<file path="src/rtl/seq_pkg.sv">
// Shared opcode map, state encoding and decode helpers for the accumulator
// CPU sequencer and the control-unit decode.
package seq_pkg;

    localparam int OP_W = 7;

    localparam logic [OP_W-1:0] OP_CLA = 7'd0;
    localparam logic [OP_W-1:0] OP_COM = 7'd1;
    localparam logic [OP_W-1:0] OP_SHR = 7'd2;
    localparam logic [OP_W-1:0] OP_CSL = 7'd3;
    localparam logic [OP_W-1:0] OP_STP = 7'd4;
    localparam logic [OP_W-1:0] OP_ADD = 7'd5;
    localparam logic [OP_W-1:0] OP_STA = 7'd6;
    localparam logic [OP_W-1:0] OP_LDA = 7'd7;
    localparam logic [OP_W-1:0] OP_JMP = 7'd8;
    localparam logic [OP_W-1:0] OP_BAN = 7'd9;

    typedef enum logic [2:0] {
        ST_IDLE,
        ST_FETCH,
        ST_DECODE,
        ST_EXEC,
        ST_MEM_RD,
        ST_MEM_WR,
        ST_HALT
    } state_e;

    function automatic logic is_alu_op(input logic [OP_W-1:0] op);
        return op inside {OP_CLA, OP_COM, OP_SHR, OP_CSL};
    endfunction

    function automatic logic is_mem_op(input logic [OP_W-1:0] op);
        return op inside {OP_ADD, OP_STA, OP_LDA};
    endfunction

    function automatic logic is_legal_op(input logic [OP_W-1:0] op);
        return op <= OP_BAN;
    endfunction

endpackage

</file>
<file path="src/rtl/mem_wait_timer.sv">
// Counts not-ready cycles of a data-memory access; expired flags that the
// current not-ready cycle is the last one allowed before a timeout.
module mem_wait_timer #(
    parameter int TIMEOUT = 15,
    localparam int W = $clog2(TIMEOUT + 1)
) (
    input  logic clk,
    input  logic rst,
    input  logic clear,
    input  logic enable,
    output logic expired
);

    logic [W-1:0] cnt_q;
    logic [W-1:0] cnt_d;

    // clear wins so each access starts from zero
    always_comb begin
        cnt_d = cnt_q;
        if (clear) begin
            cnt_d = '0;
        end else if (enable) begin
            cnt_d = cnt_q + 1'b1;
        end
    end

    // counter register
    always_ff @(posedge clk) begin
        if (rst) begin
            cnt_q <= '0;
        end else begin
            cnt_q <= cnt_d;
        end
    end

    assign expired = (cnt_q == W'(TIMEOUT - 1));

endmodule

</file>
<file path="src/rtl/multicycle_seq.sv">
// Fetch/decode/execute sequencer for the accumulator CPU: drives IR, PC,
// accumulator, ALU opcode and data-memory strobes with a ready handshake.
module multicycle_seq
    import seq_pkg::*;
#(
    parameter int CNT_W       = 16,
    parameter int MEM_TIMEOUT = 15
) (
    input  logic            clk,
    input  logic            rst,
    input  logic            start,
    input  logic [OP_W-1:0] ins,
    input  logic            acc_neg,
    input  logic            mem_ready,
    output logic            ir_load,
    output logic            pc_inc,
    output logic            pc_load,
    output logic            acc_wr_en,
    output logic [OP_W-1:0] alu_op,
    output logic            m_rd_en,
    output logic            m_wr_en,
    output logic            busy,
    output logic            halted,
    output logic            illegal,
    output logic            mem_err,
    output logic [CNT_W-1:0] instr_count
);

    state_e           state_q, state_d;
    logic [OP_W-1:0]  op_q, op_d;
    logic             illegal_q, illegal_d;
    logic             mem_err_q, mem_err_d;
    logic [CNT_W-1:0] cnt_q, cnt_d;

    logic in_mem;
    logic wait_cyc;
    logic tmr_expired;
    logic retire;

    assign in_mem   = (state_q == ST_MEM_RD) || (state_q == ST_MEM_WR);
    assign wait_cyc = in_mem && !mem_ready;

    mem_wait_timer #(
        .TIMEOUT(MEM_TIMEOUT)
    ) u_timer (
        .clk    (clk),
        .rst    (rst),
        .clear  (state_q == ST_DECODE),
        .enable (wait_cyc),
        .expired(tmr_expired)
    );

    // next state, opcode capture and sticky error flags
    always_comb begin
        state_d   = state_q;
        op_d      = op_q;
        illegal_d = illegal_q;
        mem_err_d = mem_err_q;
        unique case (state_q)
            ST_IDLE: begin
                if (start) state_d = ST_FETCH;
            end
            ST_FETCH: state_d = ST_DECODE;
            ST_DECODE: begin
                op_d = ins;
                if (!is_legal_op(ins)) begin
                    state_d   = ST_HALT;
                    illegal_d = 1'b1;
                end else if (ins == OP_STP) begin
                    state_d = ST_HALT;
                end else if (ins == OP_STA) begin
                    state_d = ST_MEM_WR;
                end else if (is_mem_op(ins)) begin
                    state_d = ST_MEM_RD;
                end else begin
                    state_d = ST_EXEC;
                end
            end
            ST_EXEC: state_d = ST_FETCH;
            ST_MEM_RD, ST_MEM_WR: begin
                // a ready on the last allowed cycle still completes
                if (mem_ready) begin
                    state_d = ST_FETCH;
                end else if (tmr_expired) begin
                    state_d   = ST_HALT;
                    mem_err_d = 1'b1;
                end
            end
            ST_HALT: state_d = ST_HALT;
            default: state_d = ST_IDLE;
        endcase
    end

    // retire count, saturating; STP and illegal never reach FETCH again
    always_comb begin
        retire = (state_d == ST_FETCH) &&
                 (state_q inside {ST_EXEC, ST_MEM_RD, ST_MEM_WR});
        cnt_d  = cnt_q;
        if (retire && (cnt_q != '1)) cnt_d = cnt_q + 1'b1;
    end

    // state and status registers
    always_ff @(posedge clk) begin
        if (rst) begin
            state_q   <= ST_IDLE;
            op_q      <= '0;
            illegal_q <= 1'b0;
            mem_err_q <= 1'b0;
            cnt_q     <= '0;
        end else begin
            state_q   <= state_d;
            op_q      <= op_d;
            illegal_q <= illegal_d;
            mem_err_q <= mem_err_d;
            cnt_q     <= cnt_d;
        end
    end

    // strobes decoded from state and op_q, ready-cycle work gated by mem_ready
    always_comb begin
        ir_load   = 1'b0;
        pc_inc    = 1'b0;
        pc_load   = 1'b0;
        acc_wr_en = 1'b0;
        alu_op    = '0;
        m_rd_en   = 1'b0;
        m_wr_en   = 1'b0;
        unique case (state_q)
            ST_FETCH: ir_load = 1'b1;
            ST_EXEC: begin
                if (op_q == OP_JMP) begin
                    pc_load = 1'b1;
                end else if (op_q == OP_BAN) begin
                    pc_load = acc_neg;
                    pc_inc  = !acc_neg;
                end else if (is_alu_op(op_q)) begin
                    acc_wr_en = 1'b1;
                    alu_op    = op_q;
                    pc_inc    = 1'b1;
                end
            end
            ST_MEM_RD: begin
                m_rd_en = 1'b1;
                if (mem_ready) begin
                    acc_wr_en = 1'b1;
                    alu_op    = op_q;
                    pc_inc    = 1'b1;
                end
            end
            ST_MEM_WR: begin
                m_wr_en = 1'b1;
                pc_inc  = mem_ready;
            end
            default: ;
        endcase
    end

    assign busy        = (state_q != ST_IDLE) && (state_q != ST_HALT);
    assign halted      = (state_q == ST_HALT);
    assign illegal     = illegal_q;
    assign mem_err     = mem_err_q;
    assign instr_count = cnt_q;

endmodule

</file>
<file path="config.mk">
export PLATFORM = sky130hd
export DESIGN_NAME = multicycle_seq
export DESIGN_NICKNAME = d
export VERILOG_FILES = /design/src/rtl/seq_pkg.sv /design/src/rtl/mem_wait_timer.sv /design/src/rtl/multicycle_seq.sv
export SDC_FILE = /design/constraint.sdc
export NUM_CORES = 1
export LEC_CHECK = 0
export ABC_AREA = 1
export CORE_ASPECT_RATIO = 1.25
export CORE_MARGIN = 4
export CORE_UTILIZATION = 35
export DETAILED_ROUTE_END_ITERATION = 8
export PLACE_DENSITY_LB_ADDON = 0.15
export SYNTH_ARGS = -nofsm -noshare
export SYNTH_HDL_FRONTEND = slang
export SYNTH_SLANG_ARGS = --single-unit
</file>
<file path="constraint.sdc">
create_clock -name clk -period 4.65 [get_ports clk]
set_input_delay 1.395 -clock clk [delete_from_list [all_inputs] [get_ports clk]]
set_output_delay 1.395 -clock clk [all_outputs]
set_load 0.01 [all_outputs]
</file>
== After elaboration in Yosys (flattened, before gate mapping) ==
Index checks and enable logic that the tools add are counted.

* Reduce and logical (&&, ||, !) cells: 17
* Muxes and demuxes: 27
* Multipliers: 0
* Divide/modulo/power cells: 0
* Shifts and indexed selects: 0
* Equality and inequality tests: 19
* Add/sub/neg operators: 2
* Bitwise logic cells: 2
* Order comparisons: 1

{| class="wikitable"
|+ Operators with widths
! cell !! number
|-
| $eq A7 B3 Y1 const B || 4
|-
| $mux W7 || 4
|-
| $mux W3 || 7
|-
| $pmux W3 S6 || 1
|-
| $add A16 B1 Y16 const B || 1
|-
| $ne A16 B16 Y1 const B || 1
|-
| $eq A7 B2 Y1 const B || 2
|-
| $eq A7 B4 Y1 const B || 2
|-
| $pmux W7 S2 || 1
|-
| $mux W1 || 12
|-
| $eq A3 B3 Y1 const B || 3
|-
| $reduce_bool A3 Y1 || 3
|-
| $eq A7 B1 Y1 const B || 1
|-
| $le A7 B4 Y1 const B || 1
|-
| $logic_not A7 Y1 || 1
|-
| $eq A3 B1 Y1 const B || 2
|-
| $eq A3 B2 Y1 const B || 2
|-
| $add A4 B1 Y4 const B || 1
|-
| $eq A4 B4 Y1 const B || 1
|-
| $logic_and A1 B1 Y1 || 4
|-
| $reduce_bool A4 Y1 || 1
|-
| $reduce_or A2 Y1 || 2
|-
| $logic_not A3 Y1 || 1
|-
| $ne A3 B3 Y1 const B || 1
|-
| 7 further kinds || 9
|}

* Logic and storage cells: 74
* RAM bits: 0
* Flip-flop bits (word level): 32
* Output and inout port bits: 33
* ROM bits: 0
* Memories: 0
* Bits in latches: 0

== Longest topological paths before layout ==
Gate-level depths: netlist (run 1).

* Word-level depth: 10
* Mapped depth: 10
* Depth with buffers taken out: 9

== Modules after synthesis ==
A second synthesis (run 1) with hierarchy kept.

* Cell total of the unflattened synthesis: 284
* Area, all modules: 1,909.3 um^2

{| class="wikitable"
|+ By module, submodules not included
! module !! area each (um^2) !! times used !! cells each
|-
| multicycle_seq || 1,724.2 || 1 || 260
|-
| mem_wait_timer || 185.2 || 1 || 24
|}

== Least setup slack after synthesis (run 1) ==
No wires, ideal clock.

* Path type: input -> output
* Start point: in mem_ready
* End point: out alu_op[0]
* Data required time: 3.255 ns
* Path buffers: 0
* Path slack: 1.150 ns
* Cell stages on the path: 6
* Arrival time: 2.105 ns
* Cell sequence: nand3_1 nor2_1 inv_1 o21ai_0 inv_1 nor2_1

* Word-level cells in the longest chain between the ends: 2

{| class="wikitable"
|+ Ends and longest elaborated chain
! element !! RTL line !! source
|-
| start: declaration || multicycle_seq.sv:14 || <nowiki>input logic mem_ready,</nowiki>
|-
| $mux W7 || multicycle_seq.sv:144 || <nowiki>if (mem_ready) begin</nowiki>
|-
| $pmux W7 S2 || multicycle_seq.sv:128 || <nowiki>unique case (state_q)</nowiki>
|-
| end: declaration || multicycle_seq.sv:19 || <nowiki>output logic [OP_W-1:0] alu_op,</nowiki>
|}

No other way between the ends.

== Worst setup path in the final report (run 1) ==
* Start point: in mem_ready
* End point: out alu_op[1]

The elaborated chain is that of the path after synthesis.

==> results of run 1 <==
-- state kept, by name, indices dropped and copies added (netlist names) --
register,count
u_timer.cnt_q,4
mem_err,1
illegal,1
instr_count,16
state_q,3
op_q,7
-- layout by cell type (no fill, tap or decap) --
cell | synthesis | routed
sky130_fd_sc_hd__nor2_8 | 1 | 1
sky130_fd_sc_hd__inv_1 | 34 | 34
sky130_fd_sc_hd__nand2_2 | 9 | 9
sky130_fd_sc_hd__clkbuf_1 | 2 | 2
sky130_fd_sc_hd__a31oi_1 | 1 | 1
sky130_fd_sc_hd__o211ai_1 | 1 | 1
sky130_fd_sc_hd__inv_2 | 1 | 1
sky130_fd_sc_hd__nor2_4 | 3 | 3
sky130_fd_sc_hd__nand2_4 | 1 | 1
sky130_fd_sc_hd__buf_4 | 0 | 3
sky130_fd_sc_hd__nand4_1 | 9 | 9
sky130_fd_sc_hd__nand2_1 | 60 | 60
sky130_fd_sc_hd__nor2_1 | 39 | 39
sky130_fd_sc_hd__clkinv_4 | 1 | 1
sky130_fd_sc_hd__xnor2_1 | 2 | 2
sky130_fd_sc_hd__dfxtp_1 | 32 | 32
sky130_fd_sc_hd__ha_1 | 3 | 3
sky130_fd_sc_hd__or2_0 | 2 | 2
sky130_fd_sc_hd__clkbuf_8 | 0 | 6
sky130_fd_sc_hd__nor3_1 | 4 | 4
sky130_fd_sc_hd__nor2_2 | 1 | 1
sky130_fd_sc_hd__a21oi_1 | 25 | 25
sky130_fd_sc_hd__a21oi_2 | 8 | 8
sky130_fd_sc_hd__nand3_1 | 18 | 18
sky130_fd_sc_hd__o2111ai_1 | 1 | 1
sky130_fd_sc_hd__o21ai_0 | 14 | 14
sky130_fd_sc_hd__xor2_1 | 4 | 4
sky130_fd_sc_hd__clkdlybuf4s50_1 | 0 | 44
-- cell type report --
| class | instances | area [µm²] | area share |
|---|---|---|---|
| timing repair buffer | 47 | 463 | 0.188 |
| sequential | 32 | 641 | 0.260 |
| inverter | 36 | 140 | 0.0568 |
| clock buffer | 8 | 90.1 | 0.0365 |
| multi-input combinational | 206 | 1060 | 0.428 |
| tap | 62 | 77.6 | 0.0314 |
-- power by group --
group | leakage [µW] | switching [µW] | internal (µW) | total, µW
sequential | 0.000259 | 35.8 | 315 | 351
clock | 0.0000455 | 100 | 121 | 221
combinational | 0.000564 | 175 | 120 | 295
-- worst max-delay path, delay by kind of cell --
family	cells	cell delay, ns
buffers and inverters	4	1.21
and+or+nand+nor	3	0.36
AOI/OAI and AO/OA	1	0.10
-- through the flow --
step | hold WS (ns) | power [µW] | instances
final | 0.450 | 868 | 391
after detailed placement | 0.446 | 653 | 383
after CTS | 0.455 | 882 | 391
after global routing | 0.477 | 928 | 391
after global placement | 0.442 | 655 | 383
after floorplan | 0.445 | 549 | 280
-- cells by family (layout without fill, tap and decap cells) --
kind of cell | Yosys count | after routing
AOI/OAI and AO/OA | 50 | 50
xor gates and xnor gates | 6 | 6
adders and majority gates | 3 | 3
buffers and inverters | 42 | 91
DFF | 32 | 32
and+or+nand+nor | 147 | 147
-- layer usage --
metal	part of all wire	up-vias	global-route usage
li1	-	996	-
met1	0.42	822	0.171
met2	0.51	40	0.258
met3	0.052	7	0.0357
met4	0.015	0	0.0619
met5	0	-	0
-- worst min path at each step --
| stage | startpoint | to | slack [ns] | cells after the start |
|---|---|---|---|---|
| final | illegal | illegal | 0.45 | 2 |
| after floorplan | op_q[6] | op_q[6] | 0.44 | 2 |
| after global routing | mem_err | mem_err | 0.48 | 2 |
| after global placement | mem_err | mem_err | 0.44 | 2 |
| after CTS | mem_err | mem_err | 0.46 | 2 |
| after detailed placement | mem_err | mem_err | 0.45 | 2 |
==> impl_summary.md, run 1 <==
Worst setup path
The data arrival time of the worst path is 3.07 ns. The critical-path cell with the highest stage delay is sky130_fd_sc_hd__clkdlybuf4s50_1. The beginning of the critical path is mem_ready. Of all nets on the critical path, the largest fanout is 3.

The worst register-to-register path ends at instr_count[15]. The critical path in this run is classified as input port to output port. Traced cell by cell, the critical path runs through clkdlybuf4s50_1 -> nand3_1 -> nor2_1 -> inv_1 -> o21ai_0 -> inv_1 -> nor2_1 -> clkdlybuf4s50_1. The launch point of the worst reg-to-reg path is instr_count[0]. The critical path endpoint is alu_op[1].

Measured in cells, the most critical reg-to-reg path has a length of 9. For the worst setup path, the data required time is 3.25 ns. The critical path capture point type is an output port. The type of origin of the critical path is an input port. The internal reg-to-reg setup slack is 2.94 ns. The largest single stage delay on the critical path is 0.55 ns.

Global route
The total overflow reported by the global router is 0. The number of global-route vias before repair is 1775. The number of antenna violations at the first check in global routing is 0.

The overall track demand over capacity in global routing is 0.150. The largest net degree at the start of global routing is 20. The first-pass GRT wire length is 7970 µm.

Die
The overall die area is 0.00663 mm². The width of the chip is 73.6 µm. The overall die height is 90.0 µm. The starting utilization of the core area is 0.366. The placeable core region is 0.00515 mm². 45 I/O pins were placed. The count of standard-cell rows is 29.

Detailed routing
In the final routed layout, each cell accounts on average for 12.0 µm. The number of DRC markers after the initial detailed-route iteration is 117. The remaining antenna violation count after routing is 0. The routed wire length is 4690 µm. The number of remaining DRC errors is 0. The number of detailed-route iterations in the first pass is 4. Using the TritonRoute via totals, the vias-per-cell ratio works out to 4.77. Across all layers, the routed design uses 1865 vias.

Yosys
Of the post-synthesis cell area, the dominant cell type holds 0.340. The portion of synthesized area spent on multiplexers is 0. By count the netlist is led by 60 x sky130_fd_sc_hd__nand2_1, 39 x sky130_fd_sc_hd__nor2_1, 34 x sky130_fd_sc_hd__inv_1, 32 x sky130_fd_sc_hd__dfxtp_1, 25 x sky130_fd_sc_hd__a21oi_1. For this run, the register share of the synthesized area comes to 0.340. The post-synthesis share of cell area spent on and, or, nand and nor gates is 0.360. The number of enable-type register cells in the synthesized netlist is 0. The mean instance size in the synthesized netlist is 6.73 µm². The dominant register cell in the synthesized netlist is sky130_fd_sc_hd__dfxtp_1. The area fraction in compound gates after synthesis is 0.153. Of the total synthesized cell area, the portion taken by XOR and XNOR cells is 0.0279. The net count after synthesis is 295.

Yosys printed 0 warnings. The number of different library cells in the post-synthesis netlist is 29. By area, the combinational part of the netlist is dominated by simple AND/OR/NAND/NOR gates. The fraction of synthesis flops using an asynchronous set or reset pin is 0. Yosys attributes the largest share of cell area to sky130_fd_sc_hd__dfxtp_1 34%, sky130_fd_sc_hd__nand2_1 12%, sky130_fd_sc_hd__nor2_1 7.8%, sky130_fd_sc_hd__inv_1 6.8%, sky130_fd_sc_hd__a21oi_1 6.6%.

The top cell type by total area after synthesis is sky130_fd_sc_hd__dfxtp_1. Of the total synthesized cell area, the portion taken by full adders, half adders and majority gates is 0.0199. The netlist area before placement is 0.00188 mm². The most common cell in the synthesized netlist is sky130_fd_sc_hd__nand2_1.

Synthesis produced a netlist whose cell count is 280. The total of flip-flops plus latches after synthesis is 32.

Cells and area
The repair_antennas step left the layout with diodes totalling 0. The share of layout cells above drive strength 1 is 0.103. The fill cell total of the finished layout is 534. The area added between synthesis and finish is 30.9%. The count of nets after finishing is 343.

The area of all placed cells without fillers is 0.00247 mm². For this run, the share of the core covered by cells in the final layout is 0.479.

Clock network
The CTS tree is done. The CTS H-tree depth is 2. The insertion delay of the later-clocked pin in the worst-skew pair is 0.28 ns. The clock edge transition at the registers on the reported setup and hold paths is 0.06 ns. No sink is reached through more buffers than the 2 on the longest clock path. The number of gates resized after cts is 0. For this design, the sink count on the clock tree is 32. Buffers added to address setup during post-CTS repair amount to 0. The cell sitting at the root of the clock tree is a sky130_fd_sc_hd__clkbuf_8.

The number of hold buffers added after CTS was 0. The number of buffers created by CTS is 5.

Placement
Input and output buffers added on the ports amount to 44. The final estimated routing congestion in global placement is 0.789. The wire-length estimate of the detail-placed layout is 3540 µm. The standard cell area after detailed placement is 0.00238 mm². The worst slack after detailed placement is 0.187 ns.

Min path
The class of the tightest hold or removal check is flip-flop to flip-flop.

STA
Setup violations remaining at the end of the flow were counted as 0. The number of hold violations in the final report came to 0. The clock period could shrink to 4.47 ns. The highest achievable clock rate is 0.224 GHz.

Measured against its own limit, the worst slew margin works out to 0.775. The worst path meets setup with 0.181 ns of slack. The share of the cycle needed by the critical path after routing is 0.961. The final total negative setup slack is 0 ns. Setup repair after global routing left no endpoint under its margin. The number of slew-limit violations in the final report is 0. For the pin with the worst max-slew slack, the measured transition is 0.337 ns. On the final layout, the worst clock skew is 0.00320 ns.

Power
The cell area power density is 352 mW/mm². Across the VDD grid, the largest voltage drop is 0.251 mV. The standby leakage power is 0.000869 µW.

Run
Max-cap violations in this run came to 0.

Outcome
The run finished with clean final reports.
Note: power is estimated with default switching activity, not from simulation.
==> run 2, diff against run 1 <==
--- a/config.mk
+++ b/config.mk
@@ -7,9 +7,9 @@
 export LEC_CHECK = 0
 export ABC_AREA = 1
 export CORE_ASPECT_RATIO = 1.25
-export CORE_MARGIN = 4
 export CORE_UTILIZATION = 35
 export DETAILED_ROUTE_END_ITERATION = 8
+export MAX_ROUTING_LAYER = met4
 export PLACE_DENSITY_LB_ADDON = 0.15
 export SYNTH_ARGS = -nofsm -noshare
 export SYNTH_HDL_FRONTEND = slang
==> constraint.sdc (replaced) <==
create_clock -name clk -period 3.85 [get_ports clk]
set_input_delay 1.155 -clock clk [delete_from_list [all_inputs] [get_ports clk]]
set_output_delay 1.155 -clock clk [all_outputs]
set_load 0.01 [all_outputs]
==> impl_summary.md, run 2 (same netlist as run 1, synthesis figures left out) <==
Global route
The number of antenna violations at the first check in global routing is 0. The overall track demand over capacity in global routing is 0.184. The number of global-route vias before repair is 1721. The first global-routing pass estimated 7600 µm of wire. Global routing finished with a remaining overflow of 0.

Entering global routing, the biggest net connects 20 pins.

Min path
The class of the tightest hold or removal check is flip-flop to flip-flop.

Cells and area
The count of cells in the finished layout, fillers not included, comes to 394. In the layout the commonest cells are 60 x sky130_fd_sc_hd__nand2_1, 39 x sky130_fd_sc_hd__nor2_1, 36 x sky130_fd_sc_hd__clkdlybuf4s50_1, 34 x sky130_fd_sc_hd__inv_1, 32 x sky130_fd_sc_hd__dfxtp_1. The library cell used most frequently in the layout, excluding fill and tap cells, is sky130_fd_sc_hd__nand2_1. The final layout contains 346 nets. The share of layout cells above drive strength 1 is 0.117. The finished cells cover 0.00250 mm².

The area added between synthesis and finish is 32.5%. The antenna diode count is 0. The register with the most flip-flops in the layout has 16 of them. For this run, the share of the core covered by cells in the final layout is 0.488.

Die
The overall die height is 84.0 µm. The total I/O pin count is 45. The placeable core region is 0.00512 mm². The die covers 0.00568 mm². The initial utilization of the core area, before any placement, comes to 0.368. The count of standard-cell rows is 29. From left edge to right edge, the die measures 67.6 µm.

Placement
Buffers placed on the I/O ports in this run total 44. The congestion estimate from routability-driven global placement came to 0.831. The instance count after placement with tap cells included is 386. The standard cell area after detailed placement is 0.00240 mm².

The detailed placer's ending HPWL is 3470 µm.

Power
The share of total power dissipated in sequential elements is 0.399. Of the total power, the clock network draws 0.256. The post-route total power is 1060 µW. The internal portion of the total power is 676 µW. The analysis attributes to net switching a power of 383 µW. The fraction of power spent switching nets is 0.362. The worst ir drop on vdd is 0.200 mV. The cell area power density is 424 mW/mm². Summed over all cells, the static leakage comes to 0.000977 µW. The share of total power dissipated in combinational logic is 0.345.

Clock network
The cell at the root of the clock tree is sky130_fd_sc_hd__clkbuf_8. The clock tree buffer depth is 2. The clock reaches the later pin of the worst-skew pair after 0.28 ns.

CTS saw 32 sinks. The CTS tree is done. The clock edge transition at the registers on the reported setup and hold paths is 0.07 ns.

The clock tree synthesis step divided the H-tree into 2 levels. Clock tree synthesis inserted a total of 5 buffers.

Detailed routing
The pre-antenna-repair detailed-routing pass consisted of 4 iterations. The number of DRC markers after the initial detailed-route iteration is 97. After detailed routing, the number of remaining DRC violations is 0. The vias after detailed routing is 1898. In the routed layout, each cell is associated on average with a via count of 4.82. The detail route stage leaves a number of antenna-violating nets equal to 0.

After detailed routing, the average wire length per cell comes to 12.0 µm. The routed wire length is 4710 µm.

Worst setup path
Data arrives at the worst endpoint at 2.51 ns. STA puts the critical path data required time at 2.69 ns. STA classifies the critical path startpoint as an input port. The class of the most critical setup path is input port to output port. The largest fanout on the critical path is 2.

The worst setup path is captured at an output port.

STA
The relative slew slack is 0.764. The number of slew-limit violations in the final report is 0. The minimum period implied by the final worst setup slack is 3.66 ns. Of the available clock period, the critical path in the final layout requires 0.951. The total of endpoints with negative setup slack in the final report is 0. Static timing analysis puts the maximum clock frequency at 0.273 GHz. The slew at the pin closest to its max-slew limit is 0.351 ns. The worst setup skew after layout is 0.00415 ns. Setup repair after global routing left no endpoint under its margin. The number of hold violations in the final report is 0. The hold slack is 0.451 ns.

Run
The number of maximum-capacitance constraint violations is 0.

Outcome
The run finished with clean final reports.
## run 2: worst paths after layout
path	startpoint	to	slack (ns)	depth (start not counted)
max	acc_neg	pc_inc	0.19	5
min	illegal	illegal	0.45	2
min reg2reg	illegal	illegal	0.45	2
max reg2reg	instr_count[0]	instr_count[4]	2.11	9
## run 2: area by class of cell
type / count / area, µm²
Fill cell: 554 / 2620
Timing Repair Buffer: 50 / 489
Clock buffer: 8 / 90.1
Tap cell: 62 / 77.6
Inverter: 36 / 140
Multi-Input combinational cell: 206 / 1060
Sequential cell: 32 / 641
## run 2: layer usage
metal | global-route usage | up-vias | part of all wire
met4 | 0.0754 | 0 | 0.020
met3 | 0.0410 | 8 | 0.031
li1 | - | 1001 | -
met5 | - | - | 0
met2 | 0.321 | 34 | 0.53
met1 | 0.191 | 855 | 0.42
## run 2: metrics by stage
stage / setup WS (ns) / setup TNS (ns)
floorplan: 0.830 / 0
global placement: -0.0791 / -0.190
detailed placement: -0.0781 / -0.179
CTS: -0.00892 / -0.00892
global route: 0.117 / 0
finish: 0.188 / 0
## run 2: power groups by stage
stage	Sequential, µW	Clock, µW	Combinational (µW)
after floorplan	424	0	238
after global placement	431	0	365
after detailed placement	429	0	365
after global routing	431	298	403
final	423	271	365
after CTS	423	283	367
## run 2: worst max-delay path, stage by stage
cell and delay (ns):
sky130_fd_sc_hd__clkdlybuf4s50_1 0.42, sky130_fd_sc_hd__o2111ai_1 0.26, sky130_fd_sc_hd__nand2_1 0.09, sky130_fd_sc_hd__nand2_1 0.06, sky130_fd_sc_hd__clkdlybuf4s50_1 0.53
## run 2: what timing repair did
item,in CTS,in global routing
hold buffers,0,0
endpoints found under the setup margin,3,5
gates resized for setup,4,6
setup buffers,0,0
